===== config.mk =====
export PLATFORM = sky130hd
export DESIGN_NAME = argmax_sequencer
export DESIGN_NICKNAME = d
export VERILOG_FILES = /design/src/rtl/argmax_pkg.sv /design/src/rtl/argmax4_stage.sv /design/src/rtl/argmax_sequencer.sv
export SDC_FILE = /design/constraint.sdc
export NUM_CORES = 1
export LEC_CHECK = 0
export CAP_MARGIN = 40
export CORE_MARGIN = 2
export CORE_UTILIZATION = 35
export CTS_CLUSTER_DIAMETER = 80
export DETAILED_ROUTE_END_ITERATION = 16
export SYNTH_ARGS = -nofsm -noshare
export SYNTH_HDL_FRONTEND = slang
export SYNTH_SLANG_ARGS = --single-unit

===== constraint.sdc =====
create_clock -name clk -period 13.4 [get_ports clk]
set_clock_uncertainty 0.05 [all_clocks]
set_input_delay 1.34 -clock clk [delete_from_list [all_inputs] [get_ports clk]]
set_output_delay 1.34 -clock clk [all_outputs]
set_load 0.01 [all_outputs]

===== src/rtl/argmax_pkg.sv =====
// Shared types and helpers for the argmax score sequencer.
// Scores are two's complement; index width covers up to 32 classes.
package argmax_pkg;

    localparam int DATA_W = 8;
    localparam int IDX_W  = 5;
    localparam int LANES  = 4;

    localparam logic [DATA_W-1:0] SCORE_MIN = 8'h80;

    typedef logic [DATA_W-1:0] score_t;
    typedef logic [IDX_W-1:0]  idx_t;

    typedef enum logic [1:0] {
        IDLE,
        FETCH,
        DRAIN,
        HOLD
    } state_t;

    // Signed a > b: flipping the sign bit maps two's complement onto
    // an order-preserving unsigned range.
    function automatic logic sgt(input score_t a, input score_t b);
        return {~a[DATA_W-1], a[DATA_W-2:0]} > {~b[DATA_W-1], b[DATA_W-2:0]};
    endfunction

endpackage


===== src/rtl/argmax4_stage.sv =====
// Registered 4-lane masked signed maximum.
// Lanes are scanned low to high with strict-greater replace, so ties go low.
module argmax4_stage
    import argmax_pkg::*;
(
    input  logic                    clk,
    input  logic                    reset,
    input  logic [LANES*DATA_W-1:0] scores,
    input  idx_t                    base,
    input  logic [LANES-1:0]        mask,
    input  logic                    in_valid,
    output score_t                  best_score,
    output idx_t                    best_index,
    output logic                    out_valid
);

    score_t c_score;
    idx_t   c_index;
    logic   c_found;

    // Pick the best valid lane of the current group.
    always_comb begin
        c_score = SCORE_MIN;
        c_index = base;
        c_found = 1'b0;
        for (int i = 0; i < LANES; i++) begin
            if (mask[i] &&
                (!c_found || sgt(scores[i*DATA_W +: DATA_W], c_score))) begin
                c_score = scores[i*DATA_W +: DATA_W];
                c_index = base + idx_t'(i);
                c_found = 1'b1;
            end
        end
    end

    // Register the group winner; a group with no valid lane is dropped.
    always_ff @(posedge clk) begin
        if (reset) begin
            out_valid  <= 1'b0;
            best_score <= SCORE_MIN;
            best_index <= '0;
        end else begin
            out_valid <= in_valid && c_found;
            if (in_valid) begin
                best_score <= c_score;
                best_index <= c_index;
            end
        end
    end

endmodule


===== src/rtl/argmax_sequencer.sv =====
// Walks the score buffer one 4-lane group per cycle and keeps a running
// signed maximum; the winner is offered on a valid/ready result port.
module argmax_sequencer
    import argmax_pkg::*;
#(
    parameter int NUM_CLASSES = 24
) (
    input  logic                    clk,
    input  logic                    reset,
    input  logic                    start,
    output logic                    busy,
    output logic                    rd_en,
    output logic [IDX_W-3:0]        rd_addr,
    input  logic [LANES*DATA_W-1:0] rd_data,
    output logic                    res_valid,
    input  logic                    res_ready,
    output idx_t                    res_index,
    output score_t                  res_score
);

    localparam int AW = IDX_W - 2;
    localparam int G  = (NUM_CLASSES + LANES - 1) / LANES;
    localparam logic [AW-1:0] LAST = AW'(G - 1);

    state_t          state, state_n;
    logic            drain_cnt;
    logic            clr_acc, load_res;
    logic            rd_pend;
    logic [AW-1:0]   addr_q;
    logic [LANES-1:0] mask;

    score_t g_score;
    idx_t   g_index;
    logic   g_valid;

    score_t acc_score;
    idx_t   acc_index;
    logic   acc_valid;
    logic   take;
    score_t m_score;
    idx_t   m_index;

    // Mask lanes beyond the last real class in the returning group.
    always_comb begin
        mask = '0;
        for (int i = 0; i < LANES; i++) begin
            mask[i] = (int'(addr_q) * LANES + i) < NUM_CLASSES;
        end
    end

    argmax4_stage u_stage (
        .clk        (clk),
        .reset      (reset),
        .scores     (rd_data),
        .base       ({addr_q, 2'b00}),
        .mask       (mask),
        .in_valid   (rd_pend),
        .best_score (g_score),
        .best_index (g_index),
        .out_valid  (g_valid)
    );

    // Merge the group winner; earlier groups keep ties.
    always_comb begin
        take    = g_valid && (!acc_valid || sgt(g_score, acc_score));
        m_score = take ? g_score : acc_score;
        m_index = take ? g_index : acc_index;
    end

    // Next state and control strobes.
    always_comb begin
        state_n   = state;
        rd_en     = 1'b0;
        busy      = 1'b0;
        res_valid = 1'b0;
        clr_acc   = 1'b0;
        load_res  = 1'b0;
        unique case (state)
            IDLE: begin
                if (start) begin
                    state_n = FETCH;
                    clr_acc = 1'b1;
                end
            end
            FETCH: begin
                rd_en = 1'b1;
                busy  = 1'b1;
                if (rd_addr == LAST) state_n = DRAIN;
            end
            DRAIN: begin
                busy = 1'b1;
                if (drain_cnt) begin
                    state_n  = HOLD;
                    load_res = 1'b1;
                end
            end
            HOLD: begin
                res_valid = 1'b1;
                if (res_ready) state_n = IDLE;
            end
            default: state_n = IDLE;
        endcase
    end

    // State, address counter, drain timer and read-return tracking.
    always_ff @(posedge clk) begin
        if (reset) begin
            state     <= IDLE;
            rd_addr   <= '0;
            drain_cnt <= 1'b0;
            rd_pend   <= 1'b0;
            addr_q    <= '0;
        end else begin
            state     <= state_n;
            rd_pend   <= rd_en;
            addr_q    <= rd_addr;
            drain_cnt <= (state == DRAIN) ? ~drain_cnt : 1'b0;
            if (state == FETCH) begin
                rd_addr <= (rd_addr == LAST) ? '0 : rd_addr + AW'(1);
            end
        end
    end

    // Running maximum, cleared when a search is accepted.
    always_ff @(posedge clk) begin
        if (reset || clr_acc) begin
            acc_valid <= 1'b0;
            acc_score <= SCORE_MIN;
            acc_index <= '0;
        end else if (take) begin
            acc_valid <= 1'b1;
            acc_score <= g_score;
            acc_index <= g_index;
        end
    end

    // Result registers update only as the result is presented.
    always_ff @(posedge clk) begin
        if (reset) begin
            res_index <= '0;
            res_score <= SCORE_MIN;
        end else if (load_res) begin
            res_index <= m_index;
            res_score <= m_score;
        end
    end

endmodule


After elaboration in Yosys (flattened, before gate mapping). Cells that the tools add are included.

Output and inout bits: 19. Word-level logic and storage cells: 90. Bits in registers: 51. Input bits: 36.

Magnitude comparators: 8. Muxes and demuxes: 26. Reduce and logical (&&, ||, !) cells: 18. Eq/ne operators: 8. Add/subtract/negate cells: 7. Bitwise logic cells: 10.

Operators by type and width (count): $mux 8 (5); $gt 8x8->1 (4); $mux 5 (4); $lt 6x5->1 const B (3); $add 5x2->6 const B (2); $mux 1 (11); $add 5x2->5 const B (2); $not 1->1 (10); $mux 2 (4); $ne 2x2->1 const B (4); $pmux 2 s4 (1); $add 5x1->6 const B (1); $add 5x1->5 const B (1); $logic_and 1x1->1 (5); $logic_or 1x1->1 (5); $lt 5x5->1 const B (1); $eq 2x2->1 const B (2); $logic_not 1->1 (4); $reduce_and 4->1 (1); $reduce_or 2->1 (2); $add 3x1->3 const B (1); $eq 3x3->1 const B (1); $mux 3 (1); $eq 2x1->1 const B (1); $logic_not 2->1 (1).

Logic depth before layout (Yosys ltp).
Depth after elaboration: 18. Mapped depth: 28. Depth with buffers taken out: 24.

By module. Synthesis repeated with hierarchy kept, for this count alone.

Cell total of the unflattened synthesis: 381. Area, all modules: 3271.9 µm².

By module, submodules not included: argmax4_stage (seq. area each 280.3 µm², cells an instance 214, instances 1, area each 1690.4 µm²); argmax_sequencer (seq. area each 740.7 µm², cells an instance 167, instances 1, area each 1581.5 µm²).

Worst setup path after synthesis. Ideal clock, no wire load.

Kind: input -> register. Start point: input port rd_data[7]. End point: register u_stage.best_score[7]. Cell stages on the path: 23. Path buffers: 3. Data required time: 13269 ps. Slack: 7544 ps. Setup time: 81 ps. Arrival: 5725 ps. Cell sequence: nor2_1 > inv_1 > ha_1 > nand4_1 > a21oi_1 > o22a_1 > buf_2 > mux2_2 > ha_1 > nand2_1 > o211ai_1 > o311ai_4 > nor2_2 > buf_2 > mux2_2 > ha_1 > and4b_1 > a211oi_1 > o22ai_1 > clkbuf_1 > a31o_1 > a32o_1 > a41oi_1.

Word-level cells in the longest chain between the ends: 16. Elaborated cells on any way between the ends: 20. Classes of those cells: 3 x order compare; 6 x mux; 3 x bitwise; 8 x reduce/logical.

RTL lines: start, declared (line argmax_sequencer.sv:14) `input logic [LANES*DATA_W-1:0] rd_data,`; $mux 8 (*) (line argmax4_stage.sv:27) `if (mask[i] &&`; $not 1->1 (line argmax_pkg.sv:24) `return {~a[DATA_W-1], a[DATA_W-2:0]} > {~b[DATA_W-1], b[DATA_W-2:0]};`; $gt 8x8->1 (line argmax_pkg.sv:24); $logic_or 1x1->1 (line argmax4_stage.sv:28) `(!c_found || sgt(scores[i*DATA_W +: DATA_W], c_score))) begin`; $logic_and 1x1->1 (line argmax4_stage.sv:27); $mux 8 (line argmax4_stage.sv:27); $not 1->1 (line argmax_pkg.sv:24); $gt 8x8->1 (line argmax_pkg.sv:24); $logic_or 1x1->1 (line argmax4_stage.sv:28); $logic_and 1x1->1 (line argmax4_stage.sv:27); $mux 8 (line argmax4_stage.sv:27); $not 1->1 (line argmax_pkg.sv:24); $gt 8x8->1 (line argmax_pkg.sv:24); $logic_or 1x1->1 (line argmax4_stage.sv:28); $logic_and 1x1->1 (line argmax4_stage.sv:27); $mux 8 (*) (line argmax4_stage.sv:27); end signal, assigned (line argmax4_stage.sv:45) `best_score <= c_score;`; end, declared (line argmax4_stage.sv:12) `output score_t best_score,`.

Mark *: on every way between the ends. The rest lies on a longest branch, timed or not. A chain may end at the register's enable or synchronous reset.

Final worst setup path.
Start point: input port rd_data[1]. End point: register u_stage.best_score[5].

Word-level cells in the longest chain between the ends: 15. Elaborated cells on any way between the ends: 19. Classes of those cells: 3 x order compare; 6 x mux; 2 x bitwise; 8 x reduce/logical.

RTL lines (line): $mux 8 (*) (argmax4_stage.sv:27); $gt 8x8->1 (argmax_pkg.sv:24); $logic_or 1x1->1 (argmax4_stage.sv:28); $logic_and 1x1->1 (argmax4_stage.sv:27); $mux 8 (argmax4_stage.sv:27); $not 1->1 (argmax_pkg.sv:24); $gt 8x8->1 (argmax_pkg.sv:24); $logic_or 1x1->1 (argmax4_stage.sv:28); $logic_and 1x1->1 (argmax4_stage.sv:27); $mux 8 (argmax4_stage.sv:27); $not 1->1 (argmax_pkg.sv:24); $gt 8x8->1 (argmax_pkg.sv:24); $logic_or 1x1->1 (argmax4_stage.sv:28); $logic_and 1x1->1 (argmax4_stage.sv:27); $mux 8 (*) (argmax4_stage.sv:27).

Marked as above.

==> results.md <==
- Setup repair after global routing left no endpoint under its margin.
- The total routing usage reported by global routing is 15.2%.
- The cell occurring most often along the worst timing path is sky130_fd_sc_hd__ha_1.
- Buffers inserted to repair hold after CTS numbered 0.
- The synthesized area per cell is 8.75 sq um.
- The final setup violation count is 0.
- The final layout contains 488 nets.
- Prior to clock tree synthesis, the placed netlist has a worst setup slack of 6170 ps.
- The via density per instance is 5.06.
- The transition at the pin with the smallest max-transition slack is 541 ps.
- The number of violations of the max-capacitance limit is 0.
- After clock tree synthesis, the repair step resized 0 gates.
- The port buffer count is 54.
- The run finished with clean final reports.
- STA classifies the critical path endpoint as a register.
- For this run, design rule violations remaining after detail routing come to 0.
- The remaining antenna violation count after routing is 0.
- In this run the standard cell core region covers 8760 sq um.
- The most frequent standard cell in the layout excluding fill and tap cells is sky130_fd_sc_hd__clkdlybuf4s50_1.
- The maximum fanout along the worst path is 11.
- The design draws 0.519 mW.
- In the layout the commonest cells are 54 x sky130_fd_sc_hd__clkdlybuf4s50_1, 51 x sky130_fd_sc_hd__dfxtp_1, 41 x sky130_fd_sc_hd__nor2_1.
- The source of the worst hold timing path is addr_q[0].
- The number of design-rule violations left by the first detailed-router iteration is 74.
- The clock sink total is 51.
- The total half-perimeter wirelength after legalization and detailed placement is 5.64 mm.
- The number of buffers added by the clock tree synthesis step is 5.
- The largest single stage delay on the critical path is 510 ps.
- The count of unique library cells instantiated by Yosys is 47.
- The total vias in the final route is 2653.
- The minimum clock period is 6980 ps.
- The worst hold path was traced through 2 stages.
- The proportion of layout cells with a drive suffix above 1 is 9.62%.
- The worst register-to-register path begins at addr_q[2].
- The synthesized instance count is 364.
- The kind of start point of the critical path is an input port.
- The signal on the critical path passes through clkdlybuf4s50_1 > nand2_1 > ha_1 > nor2b_1 > o211ai_1 > a21oi_1 > o22a_1 > mux2_2 > ha_1 > nand2_1 > o211ai_1 > o311ai_4 > nor2_2 > mux2_2 > ha_1 > and4b_1 > a211oi_1 > o22ai_1 > buf_4 > or3_1 > o311ai_2.
- The layout has 877 filler cells.
- The routed design has 7.14 mm of wire.
- The number of hold violations in the final report is 0.
- Ranked by total cell area, the synthesized netlist is headed by sky130_fd_sc_hd__dfxtp_1 32%, sky130_fd_sc_hd__ha_1 15%, sky130_fd_sc_hd__mux2i_1 5.3%, sky130_fd_sc_hd__mux2_2 4.9%, sky130_fd_sc_hd__nor2_1 4.8%.
- In the final timing run, aggregate negative setup slack is 0 ps.
- The die extent in y is 99.4 um.
- The critical path class is input port to register.
- The footprint of the flip-flops and latches is 1020 sq um.
- The sequential share of the synthesized area is 32.0%.
- STA puts the critical path data required time at 13560 ps.
- The final cycle utilization of the critical path is 52.1%.
- The static leakage power is 1.66 nW.
- Data on the critical path arrives at its endpoint at 7140 ps.
- During synthesis, Yosys emitted a total of 0 warnings.
- The CTS tree is done.
- The overall die area is 9880 sq um.
- The end point of the worst hold path is u_stage.best_index[2].
- Grouping stages by cell kind, the critical path spends the most delay in compound AO/OA/AOI/OAI gates.
- The standard cell with the maximum stage delay on the critical path is sky130_fd_sc_hd__or3_1.
- The post-CTS setup-driven buffer insertion count is 0.
- The worst slew slack as a fraction of its limit is 63.7%.
- The die span in x is 99.4 um.
- The top cell type by area accounts for 32.0% of the synthesized area.
- After global routing the overflow that remains totals 0.
- The clock reaches the later pin of the worst-skew pair after 290 ps.
- The maximum level of the CTS H-tree is 2.
- The global-route wire length before repair is 12.3 mm.
- The pin count of the biggest net entering global routing is 30.
- Clock-pin slew was measured on the worst setup and hold paths at 90 ps.
- The share of synthesized flip-flops with an asynchronous set or reset is 0%.
- The endpoint identified for the worst register-to-register timing path is u_stage.best_score[5].
- The number of cell instances on the worst register-to-register path is 21.
- For this configuration, the core starts out at a cell density of 36.4%.
- The prevailing post-synth register cell is sky130_fd_sc_hd__dfxtp_1.
- The number of cell rows is 34.
- The flop and latch count out of synthesis is 51.
- In this run, synthesis inferred 0 flip-flops with an integrated enable.
- The average wire per cell in the routed design is 13.6 um.
- The clock root buffer master is sky130_fd_sc_hd__clkbuf_8.
- In this run the cell area of the synthesized design comes to 3190 sq um.
- The post-synthesis net count is 437.
- Across all register-to-register paths, the minimum setup slack is 7090 ps.
- The final count of pins violating max slew is 0.
- Dividing total power by cell area gives a power density of 131 nW/um^2.
- The highest ir drop seen on vdd is 124 uV.
- The number of global-route vias before repair is 2661.
- 0 antenna diodes ended up in the layout.
- The type of the most critical hold path is register to register.
- The cell type with the largest total area after synthesis is sky130_fd_sc_hd__dfxtp_1.
- Static timing analysis puts the maximum clock frequency at 143 MHz.
- The placer congestion estimate is 0.806.
- The total I/O pin count is 55.
- No sink is reached through more buffers than the 2 on the longest clock path.
- The critical path contains buffers and inverters numbering 2 combined.
- The first detailed-routing pass took 4 iterations.
- The initial antenna violation count was 0.
- The worst path setup slack after routing is 6420 ps.
- Summing all multi-input logic gate instances after layout gives 1980 sq um.
- The synthesis-to-finish area growth is 24.7%.
## flip-flops by register name (all words and copies together), names as in the netlist
| register | cells |
|---|---|
| u_stage.best_index | 5 |
| res_index | 5 |
| rd_pend | 1 |
| u_stage.best_score | 8 |
| res_score | 8 |
| addr_q | 3 |
| u_stage.out_valid | 1 |
| rd_addr | 3 |
| acc_score | 8 |
| state | 2 |
| acc_index | 5 |
| drain_cnt | 1 |
| acc_valid | 1 |
## report_power, final
part / total (mW) / internal, mW / leakage [nW] / switching [mW]
sequential: 0.186 / 0.169 / 0.413 / 0.0168
combinational: 0.209 / 0.0984 / 1.18 / 0.110
clock: 0.124 / 0.0746 / 0.0654 / 0.0494
total: 0.519 / 0.342 / 1.66 / 0.177
## kinds of logic after synthesis
group	synth area share (%)
AND/OR/NAND/NOR	18.3
AO/OA/AOI/OAI	18.7
flip-flops	32.0
buffers and inverters	5.85
adder cells (fa/ha/maj)	14.5
multiplexers	10.3
XOR/XNOR	0.275
## stage by stage
step	instances	utilization (%)	area [sq um]	hold WS (ps)
after CTS	524	45.3	3970	425
final	524	45.3	3970	418
after global routing	524	45.3	3970	458
after floorplan	364	-	3190	386
after detailed placement	516	43.8	3840	405
after global placement	513	43.4	3810	402
## synth_stat cells (all sizes together) (2+ instances only)
cell type,count
a21o,9
a21oi,26
ha,37
nand4,8
inv,30
nand2,32
buf,5
mux2,14
o211ai,3
dfxtp,51
a221oi,2
nand2b,2
nand3,8
o311ai,9
mux2i,17
clkbuf,10
and2,2
nor4,2
nor2,42
o21ai,17
a211oi,4
nor2b,7
nand3b,9
nor3,4
o22ai,2
## cell type report
type | instances | area share (%)
clock inverters | 2 | 1.51
inverters | 31 | 2.93
well taps | 108 | 3.40
multi-input cells | 267 | 49.8
repair buffers | 59 | 14.8
clock buffers | 6 | 1.83
flip-flops and latches | 51 | 25.7
## worst reg2reg max path, cell delays in order (launching register included)
cell,delay (ps)
sky130_fd_sc_hd__dfxtp_1,330
sky130_fd_sc_hd__nand2_1,410
sky130_fd_sc_hd__nand2_1,150
sky130_fd_sc_hd__ha_1,320
sky130_fd_sc_hd__nor2b_1,130
sky130_fd_sc_hd__o211ai_1,100
sky130_fd_sc_hd__a21oi_1,140
sky130_fd_sc_hd__o22a_1,360
sky130_fd_sc_hd__mux2_2,430
sky130_fd_sc_hd__ha_1,310
sky130_fd_sc_hd__nand2_1,90
sky130_fd_sc_hd__o211ai_1,290
sky130_fd_sc_hd__o311ai_4,190
sky130_fd_sc_hd__nor2_2,430
sky130_fd_sc_hd__mux2_2,410
sky130_fd_sc_hd__ha_1,310
sky130_fd_sc_hd__and4b_1,200
sky130_fd_sc_hd__a211oi_1,320
sky130_fd_sc_hd__o22ai_1,220
sky130_fd_sc_hd__buf_4,220
sky130_fd_sc_hd__or3_1,510
sky130_fd_sc_hd__o311ai_2,310
## per-layer routing
| layer | vias to the layer above | track usage [%] | wire length (um) |
|---|---|---|---|
| met5 | - | 0 | 0 |
| met1 | 1222 | 19.3 | 3310 |
| met2 | 41 | 27.1 | 3520 |
| met4 | 0 | 2.53 | 39 |
| li1 | 1386 | - | - |
| met3 | 4 | 2.88 | 261 |
## worst max-delay path by stage
stage / from / depth (start not counted) / endpoint
after CTS: rd_data[1] / 21 / u_stage.best_score[3]
after global placement: rd_data[1] / 20 / u_stage.best_score[3]
after detailed placement: rd_data[1] / 21 / u_stage.best_score[5]
after global routing: rd_data[1] / 21 / u_stage.best_score[2]
after floorplan: rd_data[7] / 23 / u_stage.best_score[7]
final: rd_data[1] / 21 / u_stage.best_score[5]
(Power assumes the default switching activity.)
==> RTL edit (same settings) <==
`IDX_W`: 5 -> 3.
--- a/src/rtl/argmax_pkg.sv
+++ b/src/rtl/argmax_pkg.sv
@@ -3,7 +3,7 @@
 package argmax_pkg;
 
     localparam int DATA_W = 8;
-    localparam int IDX_W  = 5;
+    localparam int IDX_W  = 3;
     localparam int LANES  = 4;
 
     localparam logic [DATA_W-1:0] SCORE_MIN = 8'h80;
Ports: changed (resized rd_addr and res_index); port bits go from 55 to 51. No check against the original RTL was run, so the function may have changed too.
==> RTL edit against the original RTL <==
Setup slack better by 0.67 ns. Total power shrank 9.6%. Final area shrank 14%. Sequential cell count decreased by 10. Synthesized area down 14%. Wire length decreased by 14%. Non-clock buffer count shrank 8. Synthesized cell count is 13% lower. Critical path type unchanged. Largest cell class unchanged.
==> RTL edit: results <==
set metrics [dict create \
    outcome "finished clean" \
    top_regs "acc_score: 8 flops, res_score: 8 flops, u_stage.best_score: 8 flops" \
    grt_pass1_wl_microns 10700 \
    dr_total_vias 2371 \
    place_congestion 0.824 \
    antenna_found_initial 0 \
    synth.distinct_cells 50 \
    netlist_top_cells_area "dfxtp_1 30%, ha_1 17%, nor2_1 4.8%" \
    detailed_place_hpwl_microns 5160 \
    leakagePower_uw 0.00146 \
    num_antenna_cells 0 \
    min_path_type "reg2reg" \
    postCtsSetupBuffers 0 \
    grt_start_max_net_pins 24 \
    cts-buffers-inserted 5 \
    port_buffers 50 \
    ys_seq_area_share_pct 29.8 \
    drtIter0Drc 89 \
    worstPathArrival_ns 6.43 \
    clock_path_buffers 2 \
    synthFlopType "dfxtp_1" \
    synth_common_cells "41 x dfxtp_1, 37 x ha_1, 35 x nor2_1" \
    yosys_warnings 0 \
    post_cts_resized 0 \
    crit_path_max_fanout 16 \
    synth.net_count 388 \
    peakVddDrop_mv 0.0518 \
    clk_latency_ns 0.28 \
    routedWlPerCell_microns 13.2 \
    root_buffer "clkbuf_8" \
    first_global_vias 2319 \
    slowest_delay_ns 0.49 \
    nNetsFinal 434 \
    drt-pass1-iter-count 4 \
    drive_gt1_share_pct 6.91 \
    ctsHtreeMaxLevel 2 \
    grt_usage_pct 15.1 \
    maxSlewHeadroom_pct 49.7 \
    cp_slowest_cell "clkdlybuf4s50_1" \
    synth-async-reset-ratio_pct 0 \
    cts.clk_slew.worst_paths_ns 0.08 \
]
RTL edit: power breakdown:
part	switching (uW)	internal, uW
clock network	40.4	74.0
logic	107	92.4
registers	17.4	138
RTL edit: routing by layer:
layer	track usage, %	routed length (microns)
met1	19.5	2870
met2	25.1	2810
met3	2.44	307
met4	6.00	136
met5	0	0
RTL edit: logic make-up (layout without fill, tap and decap cells):
kind of cell / Yosys count / count (layout) / synth area share (%)
compound gates: 91 / 91 / 23.9
xor+xnor: 1 / 1 / 0.318
fa+ha+maj: 37 / 37 / 16.8
buf+inv: 42 / 89 / 7.58
flops: 41 / 41 / 29.8
mux: 12 / 12 / 4.36
simple gates: 91 / 91 / 17.3
RTL edit: cell type report:
type	instances	area (sq um)
clock buffers	5	68.8
clock inverters	3	65.1
fillers	785	4260
inverters	30	113
multi-input cells	232	1730
flip-flops and latches	41	821
well taps	102	128
repair buffers	51	508
RTL edit: path summary, 6_finish.rpt:
| check | startpoint | to | slack [ns] | cells past startpoint |
|---|---|---|---|---|
| hold reg to reg | u_stage.out_valid | acc_valid | 0.43 | 2 |
| setup / recovery | rd_data[15] | u_stage.best_score[7] | 7.09 | 20 |
| hold / removal | u_stage.out_valid | acc_valid | 0.43 | 2 |
| setup reg to reg | acc_score[1] | res_score[1] | 10.95 | 9 |
RTL edit: metrics by stage:
step / instance area [sq um] / cells / worst slack, ns / hold slack [ns]
after floorplan: 2760 / 315 / 7.62 / 0.384
after global placement: 3300 / 456 / 7.03 / 0.398
after detailed placement: 3300 / 456 / 6.83 / 0.421
after CTS: 3430 / 464 / 7.13 / 0.431
after global routing: 3430 / 464 / 6.70 / 0.466
final: 3430 / 464 / 7.09 / 0.429
RTL edit: critical path, delay by kind of cell:
family / cells / cell delay [ns]
buffers and inverters: 2 / 0.54
and+or+nand+nor: 8 / 1.78
AOI/OAI and AO/OA: 7 / 1.81
adders and majority gates: 3 / 0.93
